===== src/rtl/cfu_ctx_acc_pkg.sv =====
// Shared types and parameter checks for the cfu_ctx_acc CFU-LI level-1
// stateful accumulator.
// Contents:
//   cfu_status_t, cfu_cs_e, cfu_csw_t, cfid_t - CFU-LI status and state types
//   cfu_ctx_func_t                            - custom function ids
//   CFU_CTX_ERR_OVF                           - error code for accumulator carry-out
//   check_cfu_l1_params, check_cfu_ctx_params - elaboration-time sanity checks
package cfu_ctx_acc_pkg;

  typedef enum logic [2:0] {
    CFU_OK           = 3'd0,
    CFU_ERROR_CFU    = 3'd1,
    CFU_ERROR_OFF    = 3'd2,
    CFU_ERROR_STATE  = 3'd3,
    CFU_ERROR_FUNC   = 3'd4,
    CFU_ERROR_OP     = 3'd5,
    CFU_ERROR_CUSTOM = 3'd6
  } cfu_status_t;

  typedef enum logic [1:0] {
    CFU_OFF   = 2'd0,
    CFU_INIT  = 2'd1,
    CFU_CLEAN = 2'd2,
    CFU_DIRTY = 2'd3
  } cfu_cs_e;

  // Control/status word as seen by read_status / write_status
  typedef struct packed {
    logic [7:0]  error;
    logic [11:0] rsvd;
    logic [9:0]  state_size;
    cfu_cs_e     cs;
  } cfu_csw_t;

  typedef enum logic [9:0] {
    CFID_WRITE_STATE  = 10'd1020,
    CFID_READ_STATE   = 10'd1021,
    CFID_WRITE_STATUS = 10'd1022,
    CFID_READ_STATUS  = 10'd1023
  } cfid_t;

  typedef enum logic [9:0] {
    CF_ACC   = 10'd0,
    CF_READ  = 10'd1,
    CF_CLEAR = 10'd2
  } cfu_ctx_func_t;

  localparam logic [7:0] CFU_CTX_ERR_OVF = 8'h01;

  function automatic bit check_cfu_l1_params(input int version, input int latency,
                                             input int func_w, input int data_w);
    return (version == 100) && (latency == 1) && (func_w == 10) &&
           ((data_w == 32) || (data_w == 64));
  endfunction

  function automatic bit check_cfu_ctx_params(input int state_id_max, input int state_id_w,
                                              input int state_words);
    bit pow2;
    pow2 = (state_words > 0) && ((state_words & (state_words - 1)) == 0);
    return (state_id_max >= 1) && (state_id_max <= (1 << state_id_w)) &&
           pow2 && (state_words <= 1023);
  endfunction

endpackage


===== src/rtl/cfu_ctx_acc_bank.sv =====
// One state context of cfu_ctx_acc: accumulator words, cs, error field and
// the save/restore word index. All updates are strobes from the top level,
// which has already qualified them with accept and context select.
// Ports:
//   clk, rst_n, clk_en         - clock, async active-low reset, clock enable
//   cs_we/cs_wdata             - write cs
//   err_we/err_wdata           - write error field
//   idx_clr / idx_inc          - reset or advance (wrapping) the save/restore index
//   clear                      - zero all words (wins over word_we)
//   word_we/word_idx/word_wdata- write one word
//   cs, err, idx, words        - current context contents
module cfu_ctx_acc_bank
  import cfu_ctx_acc_pkg::*;
#(
  parameter int CFU_DATA_W      = 32,
  parameter int CFU_STATE_WORDS = 4,
  localparam int IW = (CFU_STATE_WORDS > 1) ? $clog2(CFU_STATE_WORDS) : 1
) (
  input  logic                                      clk,
  input  logic                                      rst_n,
  input  logic                                      clk_en,
  input  logic                                      cs_we,
  input  cfu_cs_e                                   cs_wdata,
  input  logic                                      err_we,
  input  logic [7:0]                                err_wdata,
  input  logic                                      idx_clr,
  input  logic                                      idx_inc,
  input  logic                                      clear,
  input  logic                                      word_we,
  input  logic [IW-1:0]                             word_idx,
  input  logic [CFU_DATA_W-1:0]                     word_wdata,
  output cfu_cs_e                                   cs,
  output logic [7:0]                                err,
  output logic [IW-1:0]                             idx,
  output logic [CFU_STATE_WORDS-1:0][CFU_DATA_W-1:0] words
);

  always_ff @(posedge clk or negedge rst_n) begin
    if (!rst_n) begin
      cs    <= CFU_OFF;
      err   <= '0;
      idx   <= '0;
      words <= '0;
    end else if (clk_en) begin
      if (cs_we)  cs  <= cs_wdata;
      if (err_we) err <= err_wdata;
      if (idx_clr)      idx <= '0;
      else if (idx_inc) idx <= (idx == IW'(CFU_STATE_WORDS - 1)) ? '0 : idx + 1'b1;
      for (int w = 0; w < CFU_STATE_WORDS; w++) begin
        if (clear)                                words[w] <= '0;
        else if (word_we && (word_idx == IW'(w))) words[w] <= word_wdata;
      end
    end
  end

endmodule


===== src/rtl/cfu_ctx_acc.sv =====
// cfu_ctx_acc: CFU-LI level-1 stateful accumulator with CFU_STATE_ID_MAX
// independent contexts. Decodes requests, applies the error priority,
// drives the per-context banks and registers the single-cycle response.
// Optional build macro: CFU_CTX_OVF_ERR_EN - a CF_ACC carry-out latches
// error=CFU_CTX_ERR_OVF and returns CFU_ERROR_CUSTOM; the context then
// rejects non-status functions until write_status clears the error.
// Ports:
//   clk, rst_n, clk_en                     - clock, async active-low reset, clock enable
//   req_valid/req_ready                    - request handshake
//   req_cfu, req_state, req_func           - CFU id, context id, function id
//   req_data0, req_data1                   - operands
//   resp_valid/resp_ready                  - response handshake
//   resp_status, resp_data                 - registered response
module cfu_ctx_acc
  import cfu_ctx_acc_pkg::*;
#(
  parameter int CFU_VERSION       = 100,
  parameter int CFU_LATENCY       = 1,
  parameter int CFU_RESET_LATENCY = 0,
  parameter int CFU_CFU_ID_W      = 1,
  parameter int CFU_STATE_ID_MAX  = 4,
  parameter int CFU_STATE_ID_W    = 2,
  parameter int CFU_FUNC_ID_W     = 10,
  parameter int CFU_DATA_W        = 32,
  parameter int CFU_STATE_WORDS   = 4
) (
  input  logic                      clk,
  input  logic                      rst_n,
  input  logic                      clk_en,
  input  logic                      req_valid,
  output logic                      req_ready,
  input  logic [CFU_CFU_ID_W-1:0]   req_cfu,
  input  logic [CFU_STATE_ID_W-1:0] req_state,
  input  logic [CFU_FUNC_ID_W-1:0]  req_func,
  input  logic [CFU_DATA_W-1:0]     req_data0,
  input  logic [CFU_DATA_W-1:0]     req_data1,
  output logic                      resp_valid,
  input  logic                      resp_ready,
  output cfu_status_t               resp_status,
  output logic [CFU_DATA_W-1:0]     resp_data
);

  localparam int IW  = (CFU_STATE_WORDS > 1) ? $clog2(CFU_STATE_WORDS) : 1;
  localparam int RLW = (CFU_RESET_LATENCY > 0) ? $clog2(CFU_RESET_LATENCY + 1) : 1;

  if (!check_cfu_l1_params(CFU_VERSION, CFU_LATENCY, CFU_FUNC_ID_W, CFU_DATA_W)) begin : g_bad_l1
    $error("cfu_ctx_acc: unsupported CFU-LI level-1 parameters");
  end
  if (!check_cfu_ctx_params(CFU_STATE_ID_MAX, CFU_STATE_ID_W, CFU_STATE_WORDS)) begin : g_bad_ctx
    $error("cfu_ctx_acc: unsupported context parameters");
  end

  // Wrapping add; the extra MSB is the unsigned carry-out.
  function automatic logic [CFU_DATA_W:0] acc_add(input logic [CFU_DATA_W-1:0] a,
                                                  input logic [CFU_DATA_W-1:0] b);
    return {1'b0, a} + {1'b0, b};
  endfunction

  // Holds req_ready low for CFU_RESET_LATENCY enabled cycles after reset.
  logic [RLW-1:0] rst_cnt;
  always_ff @(posedge clk or negedge rst_n) begin
    if (!rst_n)                       rst_cnt <= RLW'(CFU_RESET_LATENCY);
    else if (clk_en && rst_cnt != '0) rst_cnt <= rst_cnt - 1'b1;
  end

  logic accept;
  assign req_ready = (rst_cnt == '0) && (!resp_valid || resp_ready);
  assign accept    = clk_en && req_valid && req_ready;

  cfu_cs_e                                   bank_cs    [CFU_STATE_ID_MAX];
  logic [7:0]                                bank_err   [CFU_STATE_ID_MAX];
  logic [IW-1:0]                             bank_idx   [CFU_STATE_ID_MAX];
  logic [CFU_STATE_WORDS-1:0][CFU_DATA_W-1:0] bank_words [CFU_STATE_ID_MAX];

  cfu_cs_e                                   cur_cs;
  logic [7:0]                                cur_err;
  logic [IW-1:0]                             cur_idx;
  logic [CFU_STATE_WORDS-1:0][CFU_DATA_W-1:0] cur_words;

  always_comb begin
    cur_cs    = CFU_OFF;
    cur_err   = '0;
    cur_idx   = '0;
    cur_words = '0;
    for (int i = 0; i < CFU_STATE_ID_MAX; i++) begin
      if (req_state == CFU_STATE_ID_W'(i)) begin
        cur_cs    = bank_cs[i];
        cur_err   = bank_err[i];
        cur_idx   = bank_idx[i];
        cur_words = bank_words[i];
      end
    end
  end

  // Stage p0: decode, error priority and bank strobes
  logic                  is_status_p0, func_known_p0;
  logic [IW-1:0]         acc_k_p0;
  logic [CFU_DATA_W:0]   acc_sum_p0;
  cfu_csw_t              csw_p0;
  cfu_status_t           status_p0;
  logic [CFU_DATA_W-1:0] rdata_p0;
  logic                  cs_we_p0, err_we_p0, idx_clr_p0, idx_inc_p0, clear_p0, word_we_p0;
  cfu_cs_e               cs_wdata_p0;
  logic [7:0]            err_wdata_p0;
  logic [IW-1:0]         word_idx_p0;

  assign is_status_p0  = (req_func == CFID_WRITE_STATUS) || (req_func == CFID_READ_STATUS);
  assign func_known_p0 = (req_func == CF_ACC) || (req_func == CF_READ) || (req_func == CF_CLEAR) ||
                         (req_func >= CFID_WRITE_STATE);
  assign acc_k_p0      = req_data1[IW-1:0] & IW'(CFU_STATE_WORDS - 1);
  assign acc_sum_p0    = acc_add(cur_words[acc_k_p0], req_data0);

  always_comb begin
    csw_p0            = '0;
    csw_p0.error      = cur_err;
    csw_p0.state_size = 10'(CFU_STATE_WORDS);
    csw_p0.cs         = cur_cs;
  end

  always_comb begin
    status_p0    = CFU_OK;
    rdata_p0     = '0;
    cs_we_p0     = 1'b0;
    cs_wdata_p0  = CFU_DIRTY;
    err_we_p0    = 1'b0;
    err_wdata_p0 = '0;
    idx_clr_p0   = 1'b0;
    idx_inc_p0   = 1'b0;
    clear_p0     = 1'b0;
    word_we_p0   = 1'b0;
    word_idx_p0  = cur_idx;
    if (req_cfu != '0) begin
      status_p0 = CFU_ERROR_CFU;
    end else if (32'(req_state) >= CFU_STATE_ID_MAX) begin
      status_p0 = CFU_ERROR_STATE;
    end else if (!func_known_p0) begin
      status_p0 = CFU_ERROR_FUNC;
    end else if (cur_cs == CFU_OFF && !is_status_p0) begin
      status_p0 = CFU_ERROR_OFF;
`ifdef CFU_CTX_OVF_ERR_EN
    end else if (cur_err != '0 && !is_status_p0) begin
      status_p0 = CFU_ERROR_CUSTOM;
`endif
    end else begin
      case (req_func)
        CFID_READ_STATUS: rdata_p0 = CFU_DATA_W'(csw_p0);
        CFID_WRITE_STATUS: begin
          cs_we_p0     = 1'b1;
          cs_wdata_p0  = cfu_cs_e'(req_data0[1:0]);
          err_we_p0    = 1'b1;
          err_wdata_p0 = req_data0[31:24];
          idx_clr_p0   = 1'b1;
          clear_p0     = (cfu_cs_e'(req_data0[1:0]) == CFU_INIT);
        end
        CFID_READ_STATE: begin
          rdata_p0   = cur_words[cur_idx];
          idx_inc_p0 = 1'b1;
        end
        CFID_WRITE_STATE: begin
          word_we_p0 = 1'b1;
          idx_inc_p0 = 1'b1;
          cs_we_p0   = 1'b1;
        end
        CF_ACC: begin
          word_we_p0  = 1'b1;
          word_idx_p0 = acc_k_p0;
          rdata_p0    = acc_sum_p0[CFU_DATA_W-1:0];
          cs_we_p0    = 1'b1;
`ifdef CFU_CTX_OVF_ERR_EN
          if (acc_sum_p0[CFU_DATA_W]) begin
            err_we_p0    = 1'b1;
            err_wdata_p0 = CFU_CTX_ERR_OVF;
            status_p0    = CFU_ERROR_CUSTOM;
          end
`endif
        end
        CF_READ: rdata_p0 = cur_words[acc_k_p0];
        CF_CLEAR: begin
          clear_p0    = 1'b1;
          cs_we_p0    = 1'b1;
          cs_wdata_p0 = CFU_INIT;
        end
        default: status_p0 = CFU_ERROR_FUNC;
      endcase
    end
  end

  // write_state stores operand 0; CF_ACC stores the wrapped sum
  logic [CFU_DATA_W-1:0] word_wdata_p0;
  assign word_wdata_p0 = (req_func == CF_ACC) ? acc_sum_p0[CFU_DATA_W-1:0] : req_data0;

  for (genvar i = 0; i < CFU_STATE_ID_MAX; i++) begin : g_ctx
    logic sel;
    assign sel = accept && (req_state == CFU_STATE_ID_W'(i));
    cfu_ctx_acc_bank #(
      .CFU_DATA_W     (CFU_DATA_W),
      .CFU_STATE_WORDS(CFU_STATE_WORDS)
    ) u_bank (
      .clk       (clk),
      .rst_n     (rst_n),
      .clk_en    (clk_en),
      .cs_we     (sel && cs_we_p0),
      .cs_wdata  (cs_wdata_p0),
      .err_we    (sel && err_we_p0),
      .err_wdata (err_wdata_p0),
      .idx_clr   (sel && idx_clr_p0),
      .idx_inc   (sel && idx_inc_p0),
      .clear     (sel && clear_p0),
      .word_we   (sel && word_we_p0),
      .word_idx  (word_idx_p0),
      .word_wdata(word_wdata_p0),
      .cs        (bank_cs[i]),
      .err       (bank_err[i]),
      .idx       (bank_idx[i]),
      .words     (bank_words[i])
    );
  end

  // Stage p1: response register, held while the consumer stalls
  always_ff @(posedge clk or negedge rst_n) begin
    if (!rst_n) begin
      resp_valid  <= 1'b0;
      resp_status <= CFU_OK;
      resp_data   <= '0;
    end else if (clk_en) begin
      if (accept) begin
        resp_valid  <= 1'b1;
        resp_status <= status_p0;
        resp_data   <= rdata_p0;
      end else if (resp_ready) begin
        resp_valid  <= 1'b0;
      end
    end
  end

endmodule


===== config.mk =====
export PLATFORM = sky130hd
export DESIGN_NAME = cfu_ctx_acc
export DESIGN_NICKNAME = d
export VERILOG_FILES = /design/src/rtl/cfu_ctx_acc_pkg.sv /design/src/rtl/cfu_ctx_acc_bank.sv /design/src/rtl/cfu_ctx_acc.sv
export SDC_FILE = /design/constraint.sdc
export NUM_CORES = 2
export LEC_CHECK = 0
export CAP_MARGIN = 10
export CORE_MARGIN = 5
export CORE_UTILIZATION = 60
export DETAILED_ROUTE_END_ITERATION = 10
export DONT_BUFFER_PORTS = 1
export GPL_TIMING_DRIVEN = 0
export MAX_ROUTING_LAYER = met4
export PLACE_DENSITY = 0.85
export SLEW_MARGIN = 20
export SYNTH_ARGS = -nofsm -noshare
export SYNTH_HDL_FRONTEND = slang
export SYNTH_SLANG_ARGS = --single-unit

===== constraint.sdc =====
create_clock -name clk -period 5.6 [get_ports clk]
set_input_delay 1.12 -clock clk [delete_from_list [all_inputs] [get_ports clk]]
set_output_delay 1.12 -clock clk [all_outputs]
set_load 0.01 [all_outputs]

==> impl_metrics.json <==
{
  "synth-edff-count": 0,
  "synth_cells": 2904,
  "firstDrtPassIters": 9,
  "drt_iter0_drc": 4831,
  "numCtsBuffers": 66,
  "crit_required_ps": 6110,
  "cts_buffer_depth": 3,
  "fillCellCount": 3767,
  "cp-start-kind": "input port",
  "final_nets": 3109,
  "drt-total-wl_mm": 126,
  "hpwl_mm": 88.6,
  "post-route-drc-count": 0,
  "cts-htree-levels": 3,
  "port_buffers": 0,
  "dieArea_sq_mm": 0.0563,
  "async_reset_ff_frac": 1.00,
  "ys.flop_type": "dfrtp_1",
  "path_clk_slew_ps": 60,
  "max_slew.worst_pin.slew_ps": 3540,
  "yosys_register_bits": 597,
  "cpPeakStageDelay_ps": 620,
  "area_delta_synth_final_pct": 12.5,
  "die_height_um": 237,
  "die_w_um": 237,
  "worstSetupPathType": "in2reg",
  "core_area_sq_mm": 0.0513,
  "worst_setup_path_end_kind": "register",
  "grt_first_pass_wirelength_mm": 182,
  "report.final.setup_viol": 10,
  "vias_per_cell": 7.43,
  "power_uw": 9370,
  "antenna_found_initial": 5,
  "gp_congestion": 1.04,
  "drv_cap": 0,
  "wl_per_cell_um": 33.8,
  "grt_max_degree": 598,
  "max_clock_freq_mhz": 177,
  "syn-cell-area_sq_mm": 0.0310,
  "ant_nets": 0,
  "synth.distinct_cells": 73,
  "finalCritPeriodShare": 1.01,
  "maxSlewViolCount": 529,
  "rows": 83,
  "p_per_area_mw_per_mm2": 269,
  "critical_path.slowest_cell": "mux4_2",
  "final_hold_viol_count": 0,
  "hold_ws_ps": 213,
  "start_util": 0.604,
  "dpl_cell_area_sq_mm": 0.0319,
  "final_cell_area_sq_mm": 0.0349,
  "cts_tree": "yes",
  "skew_ps": 38.8,
  "violations": "max-slew violations, negative setup slack",
  "vias": 27680,
  "yosysSeqAreaShare": 0.482,
  "status": "finished with violations",
  "cp.arrival_ps": 6150,
  "grt_pass1_vias": 27200,
  "peakVddDrop_mv": 0.217,
  "min_period_ps": 5640,
  "min_path_type": "in2async",
  "cp_cell_sequence": "clkbuf_2, clkbuf_4, buf_4, clkbuf_8, mux4_2, mux4_2, ha_1, clkbuf_1, nand4_1, or4_1, o221ai_1, xnor2_1, mux2_2, clkbuf_2, a22o_1",
  "synth.net_count": 3026,
  "grt_overflow_total": 0,
  "layout-drive-gt1-share": 0.193,
  "p_leak_uw": 0.0151,
  "cts.sinks": 597,
  "clk_latency_ps": 640,
  "fin_ws_ps": -40.3,
  "ys_warn_count": 0,
  "root_buffer": "clkbuf_16",
  "rsz0062_at_grt": "yes",
  "maxSlewHeadroom": -1.36,
  "r2r_cells": 15,
  "grt_use_total": 0.453,
  "critPathMaxFanout": 10,
  "syn-mean-instance-area_sq_um": 10.7,
  "ioPinCount": 119
}
-- critical path: cells and delay by family --
family,cells,cell delay [ps]
buffers and inverters,6,1650
muxes,3,1370
and+or+nand+nor,2,920
AOI/OAI and AO/OA,2,550
adders and majority gates,1,330
xor gates and xnor gates,1,150
-- power breakdown --
part	internal (uW)	switching [uW]	total [uW]
sequential	4320	5.44	4320
combinational	145	323	468
clock	2670	1910	4580
-- layout by cell type (no fill, tap or decap), drive strengths merged, types with 8 or more instances in the layout --
| cell | n |
|---|---|
| a211oi | 229 |
| a21o | 27 |
| a21oi | 245 |
| a221oi | 11 |
| a22o | 25 |
| a22oi | 14 |
| a31oi | 39 |
| and3 | 8 |
| buf | 160 |
| clkbuf | 203 |
| clkinv | 10 |
| dfrtp | 597 |
| ha | 39 |
| inv | 15 |
| mux2 | 47 |
| mux2i | 15 |
| mux4 | 205 |
| nand2 | 473 |
| nand3 | 16 |
| nor2 | 354 |
| nor3 | 14 |
| o21ai | 167 |
| xnor2 | 16 |
-- area by class of cell --
class                   count  area (sq um)  area share
multi-input cells        2047         15100       0.432
flip-flops and latches    597         14900       0.428
clock buffers             100          1920      0.0551
plain buffers             239          1480      0.0425
well taps                 680           851      0.0244
clock inverters            20           304     0.00872
repair buffers             24           234     0.00671
inverters                  12          45.0     0.00129
diodes                      7          17.5    0.000502
-- cell usage after synthesis, drive strengths merged, types with 16 or more instances --
cell,number,share of area
a31oi,39,0.0081
xnor2,16,0.0045
o21ai,167,0.027
mux4,205,0.15
nand3,16,0.0026
clkbuf,116,0.014
a22o,25,0.0071
a211oi,229,0.055
ha,39,0.016
a21oi,245,0.040
nor2,354,0.046
nand2,473,0.057
mux2,47,0.017
a21o,27,0.0065
dfrtp,597,0.48
buf,132,0.024
-- stage by stage --
stage | setup WS, ps | util | std cells | setup TNS, ps
2_1_floorplan | -0.720 | - | 2904 | -0.720
3_3_place_gp | -2650 | 0.622 | 3584 | -798160
3_5_place_dp | -2620 | 0.623 | 3585 | -787240
4_1_cts | -0.210 | 0.674 | 3715 | -0.210
5_1_grt | -90.0 | 0.680 | 3724 | -833
6_report | -40.3 | 0.680 | 3726 | -313
-- kinds of logic after synthesis --
kind of cell	after synthesis	share of synthesized area
AND/OR/NAND/NOR	920	0.122
buffers and inverters	260	0.0396
AO/OA/AOI/OAI	797	0.162
adder cells (fa/ha/maj)	40	0.0164
flip-flops	597	0.482
XOR/XNOR	23	0.00650
multiplexers	267	0.171
-- worst paths after layout --
kind	from	to	slack (ps)
setup / recovery	req_state[1]	g_ctx[2].u_bank.words[31]	-40
hold / removal	rst_n	g_ctx[0].u_bank.words[24]	210
setup reg to reg	g_ctx[3].u_bank.words[79]	g_ctx[1].u_bank.words[60]	900
hold reg to reg	g_ctx[2].u_bank.words[62]	g_ctx[2].u_bank.words[62]	480
max in group asynchronous	rst_n	g_ctx[2].u_bank.words[8]	2650
min in group clk	g_ctx[2].u_bank.words[62]	g_ctx[2].u_bank.words[62]	480
-- flip-flops by register name (all words and copies together), names as in the netlist --
signal and count:
g_ctx.u_bank.words 512, g_ctx.u_bank.cs 8, resp_valid 1, resp_status 3, g_ctx.u_bank.err 32, g_ctx.u_bank.idx 8
resp_data 32, rst_cnt 1
-- metal layers --
metal,vias up,global-route usage,share of wire
li1,10806,-,-
met1,13602,0.558,0.33
met2,2621,0.641,0.43
met3,651,0.205,0.17
met4,0,0.221,0.069
met5,-,-,0
-- what timing repair did --
item / in CTS / in global routing
gates resized for setup: 95 / 52
pin swaps: 3 / 1
hold buffers: 0 / 0
setup endpoints to repair: 452 / 248
setup buffers: 15 / 8
Power figures use the tool's default switching activity.
